===== config.mk =====
export PLATFORM = sky130hd
export DESIGN_NAME = host_bus_bridge
export DESIGN_NICKNAME = d
export VERILOG_FILES = /design/src/rtl/host_bus_pkg.sv /design/src/rtl/host_pin_filter.sv /design/src/rtl/host_bus_bridge.sv
export SDC_FILE = /design/constraint.sdc
export NUM_CORES = 1
export LEC_CHECK = 0
export ABC_AREA = 1
export CAP_MARGIN = 20
export CORE_MARGIN = 2
export CORE_UTILIZATION = 60
export CTS_CLUSTER_SIZE = 40
export DETAILED_ROUTE_END_ITERATION = 7
export PLACE_DENSITY = 0.85
export SKIP_CTS_REPAIR_TIMING = 1
export SYNTH_ARGS = -nofsm -noshare
export SYNTH_HDL_FRONTEND = slang
export SYNTH_SLANG_ARGS = --single-unit
export TNS_END_PERCENT = 50

===== constraint.sdc =====
create_clock -name clk -period 5.5 [get_ports clk]
set_input_delay 1.1 -clock clk [delete_from_list [all_inputs] [get_ports clk]]
set_output_delay 1.1 -clock clk [all_outputs]
set_load 0.1 [all_outputs]

===== src/rtl/host_bus_pkg.sv =====
// Shared types and defaults for the host-to-VDP register bridge.
package host_bus_pkg;

  localparam int SYNC_STAGES    = 2;
  localparam int DEF_ADDR_W     = 2;
  localparam int DEF_DATA_W     = 8;
  localparam int DEF_FIFO_DEPTH = 4;
  localparam int DEF_FILTER_LEN = 3;

  typedef enum logic [2:0] {
    IDLE     = 3'd0,
    WR_ISSUE = 3'd1,
    WR_WAIT  = 3'd2,
    RD_ISSUE = 3'd3,
    RD_WAIT  = 3'd4
  } bridge_state_e;

  // Write-FIFO entry at the default bus widths.
  typedef struct packed {
    logic [DEF_ADDR_W-1:0] adr;
    logic [DEF_DATA_W-1:0] dbo;
  } bridge_wr_t;

endpackage


===== src/rtl/host_pin_filter.sv =====
// Two-flop synchroniser followed by a run-length filter: the output only follows
// the input after FILTER_LEN consecutive identical samples. Idles high.
module host_pin_filter
  import host_bus_pkg::*;
#(
  parameter int FILTER_LEN = DEF_FILTER_LEN
) (
  input  logic clk,
  input  logic reset,
  input  logic i_raw,
  output logic o_filt
);

  localparam int CNT_W = $clog2(FILTER_LEN) + 1;

  logic [SYNC_STAGES-1:0] r_sync;
  logic [CNT_W-1:0]       r_cnt;
  logic                   r_filt;
  logic                   w_sample;

  assign w_sample = r_sync[SYNC_STAGES-1];

  always_ff @(posedge clk or posedge reset) begin
    if (reset) begin
      r_sync <= '1;
      r_cnt  <= '0;
      r_filt <= 1'b1;
    end else begin
      r_sync <= {r_sync[SYNC_STAGES-2:0], i_raw};
      if (w_sample == r_filt) begin
        r_cnt <= '0;
      end else if (r_cnt == CNT_W'(FILTER_LEN - 1)) begin
        r_filt <= w_sample;
        r_cnt  <= '0;
      end else begin
        r_cnt <= r_cnt + 1'b1;
      end
    end
  end

  assign o_filt = r_filt;

endmodule


===== src/rtl/host_bus_bridge.sv =====
// Host-CPU to VDP register bridge: filtered strobes, buffered writes, ordered req/ack.
// Define HOST_WAIT_EN to build the host_wait output and its logic.
module host_bus_bridge
  import host_bus_pkg::*;
#(
  parameter int ADDR_W     = DEF_ADDR_W,
  parameter int DATA_W     = DEF_DATA_W,
  parameter int FIFO_DEPTH = DEF_FIFO_DEPTH,
  parameter int FILTER_LEN = DEF_FILTER_LEN
) (
  input  logic                          clk,
  input  logic                          reset,
  input  logic                          host_csr_n,
  input  logic                          host_csw_n,
  input  logic [ADDR_W-1:0]             host_addr,
  input  logic [DATA_W-1:0]             host_din,
  output logic [DATA_W-1:0]             host_dout,
  output logic                          host_oe,
  output logic                          vdp_req,
  output logic                          vdp_wrt,
  output logic [ADDR_W-1:0]             vdp_adr,
  output logic [DATA_W-1:0]             vdp_dbo,
  input  logic                          vdp_ack,
  input  logic [DATA_W-1:0]             vdp_dbi,
  output logic [$clog2(FIFO_DEPTH):0]   fifo_level,
  output logic                          overflow
`ifdef HOST_WAIT_EN
  ,
  output logic                          host_wait
`endif
);

  localparam int PTR_W    = $clog2(FIFO_DEPTH);
  localparam int LVL_W    = PTR_W + 1;
  localparam int ENT_W    = ADDR_W + DATA_W;
  localparam int PIPE_LEN = SYNC_STAGES + FILTER_LEN;

  typedef struct packed {
    logic [ADDR_W-1:0] adr;
    logic [DATA_W-1:0] dbo;
  } wr_entry_t;

  logic                           w_csr_filt;
  logic                           w_csw_filt;
  logic                           r_csr_prev;
  logic                           r_csw_prev;
  logic                           w_rd_fall;
  logic                           w_wr_fall;
  logic                           w_rd_evt;
  logic                           w_wr_evt;
  logic [PIPE_LEN-1:0][ENT_W-1:0] r_pipe;
  wr_entry_t                      w_cap;

  wr_entry_t                      r_fifo [FIFO_DEPTH];
  logic [PTR_W-1:0]               r_wr_ptr;
  logic [PTR_W-1:0]               r_rd_ptr;
  logic [LVL_W-1:0]               r_level;
  logic                           w_full;
  logic                           w_empty;
  logic                           w_push;
  logic                           w_pop;
  logic                           w_drop;
  logic                           r_overflow;

  bridge_state_e                  r_state;
  bridge_state_e                  w_state_next;
  logic                           w_req;
  logic                           w_wrt;
  logic                           w_load_wr;
  logic                           w_load_rd;
  logic                           w_rd_issue;
  logic                           w_rd_done;
  logic                           r_rd_pend;
  logic [ADDR_W-1:0]              r_rd_addr;
  logic [ADDR_W-1:0]              r_vdp_adr;
  logic [DATA_W-1:0]              r_vdp_dbo;
  logic [DATA_W-1:0]              r_host_dout;

  host_pin_filter #(.FILTER_LEN(FILTER_LEN)) u_csr_filt (
    .clk    (clk),
    .reset  (reset),
    .i_raw  (host_csr_n),
    .o_filt (w_csr_filt)
  );

  host_pin_filter #(.FILTER_LEN(FILTER_LEN)) u_csw_filt (
    .clk    (clk),
    .reset  (reset),
    .i_raw  (host_csw_n),
    .o_filt (w_csw_filt)
  );

  // Address/data delayed by the strobe path depth so the captured value is the
  // one present when the raw strobe fell.
  always_ff @(posedge clk or posedge reset) begin
    if (reset) begin
      r_pipe     <= '0;
      r_csr_prev <= 1'b1;
      r_csw_prev <= 1'b1;
    end else begin
      r_pipe     <= {r_pipe[PIPE_LEN-2:0], {host_addr, host_din}};
      r_csr_prev <= w_csr_filt;
      r_csw_prev <= w_csw_filt;
    end
  end

  assign w_cap     = r_pipe[PIPE_LEN-1];
  assign w_rd_fall = r_csr_prev & ~w_csr_filt;
  assign w_wr_fall = r_csw_prev & ~w_csw_filt;
  assign w_rd_evt  = w_rd_fall & ~w_wr_fall;
  assign w_wr_evt  = w_wr_fall & ~w_rd_fall;

  assign w_full  = (r_level == LVL_W'(FIFO_DEPTH));
  assign w_empty = (r_level == '0);
  // A pop in the same cycle frees the slot, so a push into a full FIFO still lands.
  assign w_push  = w_wr_evt & (~w_full | w_pop);
  assign w_drop  = w_wr_evt & w_full & ~w_pop;

  always_ff @(posedge clk) begin
    if (w_push) begin
      r_fifo[r_wr_ptr] <= w_cap;
    end
  end

  always_ff @(posedge clk or posedge reset) begin
    if (reset) begin
      r_wr_ptr   <= '0;
      r_rd_ptr   <= '0;
      r_level    <= '0;
      r_overflow <= 1'b0;
    end else begin
      if (w_push) r_wr_ptr <= r_wr_ptr + 1'b1;
      if (w_pop)  r_rd_ptr <= r_rd_ptr + 1'b1;
      case ({w_push, w_pop})
        2'b10:   r_level <= r_level + 1'b1;
        2'b01:   r_level <= r_level - 1'b1;
        default: r_level <= r_level;
      endcase
      if (w_drop) r_overflow <= 1'b1;
    end
  end

  always_ff @(posedge clk or posedge reset) begin
    if (reset) r_state <= IDLE;
    else       r_state <= w_state_next;
  end

  always_comb begin
    w_state_next = r_state;
    w_req        = 1'b0;
    w_wrt        = 1'b0;
    w_load_wr    = 1'b0;
    w_load_rd    = 1'b0;
    w_pop        = 1'b0;
    w_rd_issue   = 1'b0;
    w_rd_done    = 1'b0;
    case (r_state)
      IDLE: begin
        if (!w_empty) begin
          w_state_next = WR_ISSUE;
          w_load_wr    = 1'b1;
        end else if (r_rd_pend) begin
          w_state_next = RD_ISSUE;
          w_load_rd    = 1'b1;
        end
      end
      WR_ISSUE: begin
        w_req        = 1'b1;
        w_wrt        = 1'b1;
        w_pop        = 1'b1;
        w_state_next = WR_WAIT;
      end
      RD_ISSUE: begin
        w_req        = 1'b1;
        w_rd_issue   = 1'b1;
        w_state_next = RD_WAIT;
      end
      WR_WAIT: begin
        if (vdp_ack) w_state_next = IDLE;
      end
      RD_WAIT: begin
        if (vdp_ack) begin
          w_rd_done    = 1'b1;
          w_state_next = IDLE;
        end
      end
      default: w_state_next = IDLE;
    endcase
  end

  // A new read edge wins over the clear so a read arriving during issue is not lost.
  always_ff @(posedge clk or posedge reset) begin
    if (reset) begin
      r_rd_pend   <= 1'b0;
      r_rd_addr   <= '0;
      r_vdp_adr   <= '0;
      r_vdp_dbo   <= '0;
      r_host_dout <= '0;
    end else begin
      if (w_rd_evt) begin
        r_rd_pend <= 1'b1;
        r_rd_addr <= w_cap.adr;
      end else if (w_rd_issue) begin
        r_rd_pend <= 1'b0;
      end
      if (w_load_wr) begin
        r_vdp_adr <= r_fifo[r_rd_ptr].adr;
        r_vdp_dbo <= r_fifo[r_rd_ptr].dbo;
      end else if (w_load_rd) begin
        r_vdp_adr <= r_rd_addr;
      end
      if (w_rd_done) r_host_dout <= vdp_dbi;
    end
  end

`ifdef HOST_WAIT_EN
  logic r_rd_wait;
  logic r_dout_upd;

  always_ff @(posedge clk or posedge reset) begin
    if (reset) begin
      r_rd_wait  <= 1'b0;
      r_dout_upd <= 1'b0;
    end else begin
      r_dout_upd <= w_rd_done;
      if (w_rd_evt)                      r_rd_wait <= 1'b1;
      else if (r_dout_upd && !r_rd_pend) r_rd_wait <= 1'b0;
    end
  end

  assign host_wait = r_rd_wait | w_full;
`endif

  assign host_dout  = r_host_dout;
  assign host_oe    = ~w_csr_filt;
  assign vdp_req    = w_req;
  assign vdp_wrt    = w_wrt;
  assign vdp_adr    = r_vdp_adr;
  assign vdp_dbo    = r_vdp_dbo;
  assign fifo_level = r_level;
  assign overflow   = r_overflow;

endmodule

==> key figures <==
Setup path
  • CP required: 4400 ps
  • Crit-path cells: nor3_4 -> clkdlybuf4s50_1
  • CP Buf/Inv Count: 1
  • Family with the most delay on the worst path: buffers and inverters
  • Worst Setup Path Type: reg2out
  • Critical Path End Type: primary output
  • Crit path largest cell delay: 1200 ps
  • CP max FO: 6
  • Slowest cell on crit path: clkdlybuf4s50_1
  • Critical path arrival: 2590 ps
  • CP startpoint kind: flip-flop

Placement
  • I/O Buffers: 47
  • RePlAce Congestion: 0.728
  • Final HPWL DP: 4790 um

Synth
  • Count of different cell masters after synthesis: 35
  • Yosys warns: 0
  • Synth Instances: 363
  • Yosys reg bits: 136
  • Mapped Nets: 391
  • Most area-consuming cells after synthesis: dfrtp_1, edfxtp_1, dfstp_2
  • Register area share after synthesis: 74.7%
  • Synthesized area: 0.00484 mm2
  • Post-synth top area share: 45.5%
  • Average cell area after synthesis: 13.3 um2
  • Largest area contributor in the netlist: dfrtp_1

Timing
  • Hold Fails Final Rpt: 0
  • RSZ-0062 raised after global routing: false
  • Max Slew Vio Count: 0
  • Final period util: 67.1%
  • Setup Total Neg Slack: 0 ps
  • Minimum clock period: 3690 ps
  • Worst Tran Pin Value: 1010 ps
  • Clock skew: 6.51 ps
  • Rel. slew slack: 32.1%
  • Count of final setup violators: 0
  • Fmax: 271 MHz

Detailed routing
  • Wire per inst: 15.8 um
  • Routed via count: 2831
  • DR pass1 iterations: 4
  • Vias per std cell: 5.25
  • Initial DRC Count: 139
  • Post-route ant nets: 0
  • Final wirelength: 8500 um
  • DRC: 0

Global routing
  • Vias in the first global route: 2885
  • Pin count of the biggest net entering global routing: 60
  • Initial antenna violation count: 0
  • GRT Residual Overflow: 0
  • Global-route wire length before repair: 13900 um
  • Total Routing Usage GR: 21.7%

Floorplanning
  • Chip Width: 93.8 um
  • Cell Rows: 32
  • Area of the die: 0.00880 mm2
  • Effective utilization at floorplan: 62.3%
  • Core area: 0.00777 mm2
  • Die height: 93.8 um
  • Ports: 48

Clock network
  • CTS tree: done
  • CTS sink count: 136
  • Max clock buf depth: 2
  • Clk_lat worst skew: 520 ps
  • Clock input transition at the sequential cells of the worst setup and hold paths: 60 ps
  • Number of CTS-inserted buffers: 17
  • Htree depth: 4
  • Clock root buffer: clkbuf_8

Final layout
  • Area grow syn2layout: 23.2%
  • Antenna cells: 0
  • Final net count: 452
  • Layout cell share with drive strength beyond 1: 14.9%

Status
  • Status: finished, final reports clean

Flow run
  • Max-cap check violation count: 0

Hold path
  • Hold WC Path Type: reg2reg
metal layers:
| metal | global-route usage, % | vias up | part of all wire [%] |
|---|---|---|---|
| li1 | - | 1309 | - |
| met1 | 27.2 | 1415 | 40 |
| met2 | 34.5 | 85 | 53 |
| met3 | 6.50 | 22 | 4.9 |
| met4 | 10.7 | 0 | 2.3 |
| met5 | 0 | - | 0 |
final timing paths:
kind / from / to / slack (ps) / cells after the start
min in group asynchronous: reset / r_pipe[3] / 780 / 2
max in group asynchronous: reset / r_csw_prev / 3700 / 4
hold reg to reg: r_pipe[16] / r_pipe[26] / 350 / 0
setup reg to reg: u_csr_filt.o_filt / r_fifo[0][1] / 3240 / 4
setup / recovery: r_state[2] / vdp_wrt / 1810 / 2
hold / removal: r_pipe[16] / r_pipe[26] / 350 / 0
cell type report:
cell class	count	area (um2)
sequential	136	3610
fill	437	1800
multi-input combinational	183	1040
timing repair buffer	49	505
clock buffer	18	428
inverter	37	140
tap	102	128
clock inverter	14	113
worst register-to-register path, stage by stage (launching register included):
cell and delay, ps:
dfstp_2 590, nor2_1 80, nor2_1 270, o21ai_4 160
nor2_1 780
cell usage after synthesis (all sizes together):
master	number
nand3	10
clkbuf	3
nand3b	1
nand2	56
inv	37
nor3	5
ha	4
nand4	3
edfxtp	40
dfstp	8
mux2i	1
nor2	43
xor2	4
fa	1
xnor2	2
dfrtp	88
nor3b	1
a21oi	7
buf	4
mux2	8
o21ai	33
o211ai	3
o31ai	1
metrics by stage:
step	utilization (%)	hold slack [ps]	instance area, um2	cells	setup slack (ps)
after global routing	76.8	355	5960	539	1720
after floorplan	-	331	4840	363	1910
after detailed placement	69.5	335	5400	506	2350
after CTS	76.4	348	5940	538	1790
final	76.8	348	5960	539	1810
after global placement	69.5	331	5400	506	2390
sequential cells by signal, indices dropped and copies added (netlist names), 2 cells and up:
register / cells
u_csr_filt.r_cnt: 3
u_csr_filt.r_sync: 2
u_csw_filt.r_sync: 2
r_state: 3
r_rd_addr: 2
vdp_adr: 2
u_csw_filt.r_cnt: 3
fifo_level: 3
r_wr_ptr: 2
r_pipe: 40
w_cap: 10
r_fifo: 40
vdp_dbo: 8
host_dout: 8
r_rd_ptr: 2
kinds of logic (layout without fill, tap and decap cells):
logic type / after synthesis / after routing / share of synthesized area (%)
flops: 136 / 136 / 74.7
compound gates: 44 / 44 / 4.99
xor+xnor: 6 / 6 / 1.09
fa+ha+maj: 5 / 5 / 1.45
mux: 9 / 9 / 2.69
buf+inv: 44 / 118 / 3.93
simple gates: 119 / 119 / 11.2
cell usage in the layout (no fill, tap or decap), types with 2 or more instances in the layout:
cell              n
dfrtp_1          88
nand2_1          51
clkdlybuf4s50_1  47
nor2_1           41
edfxtp_1         40
inv_1            32
o21ai_0          28
clkbuf_16        16
nand3_1           8
mux2_4            8
dfstp_2           8
a21oi_1           7
inv_6             6
inv_2             4
o21ai_1           4
nor3_1            4
xor2_1            4
ha_1              4
nand4_1           3
nand2_2           3
o211ai_1          3
clkinv_2          3
nand2_4           2
xnor2_1           2
clkbuf_8          2
inv_8             2
clkinvlp_4        2
Power is left out: the tool's default activity adds up to more than one toggle a clock period on the data nets, which glitch-free logic cannot reach.
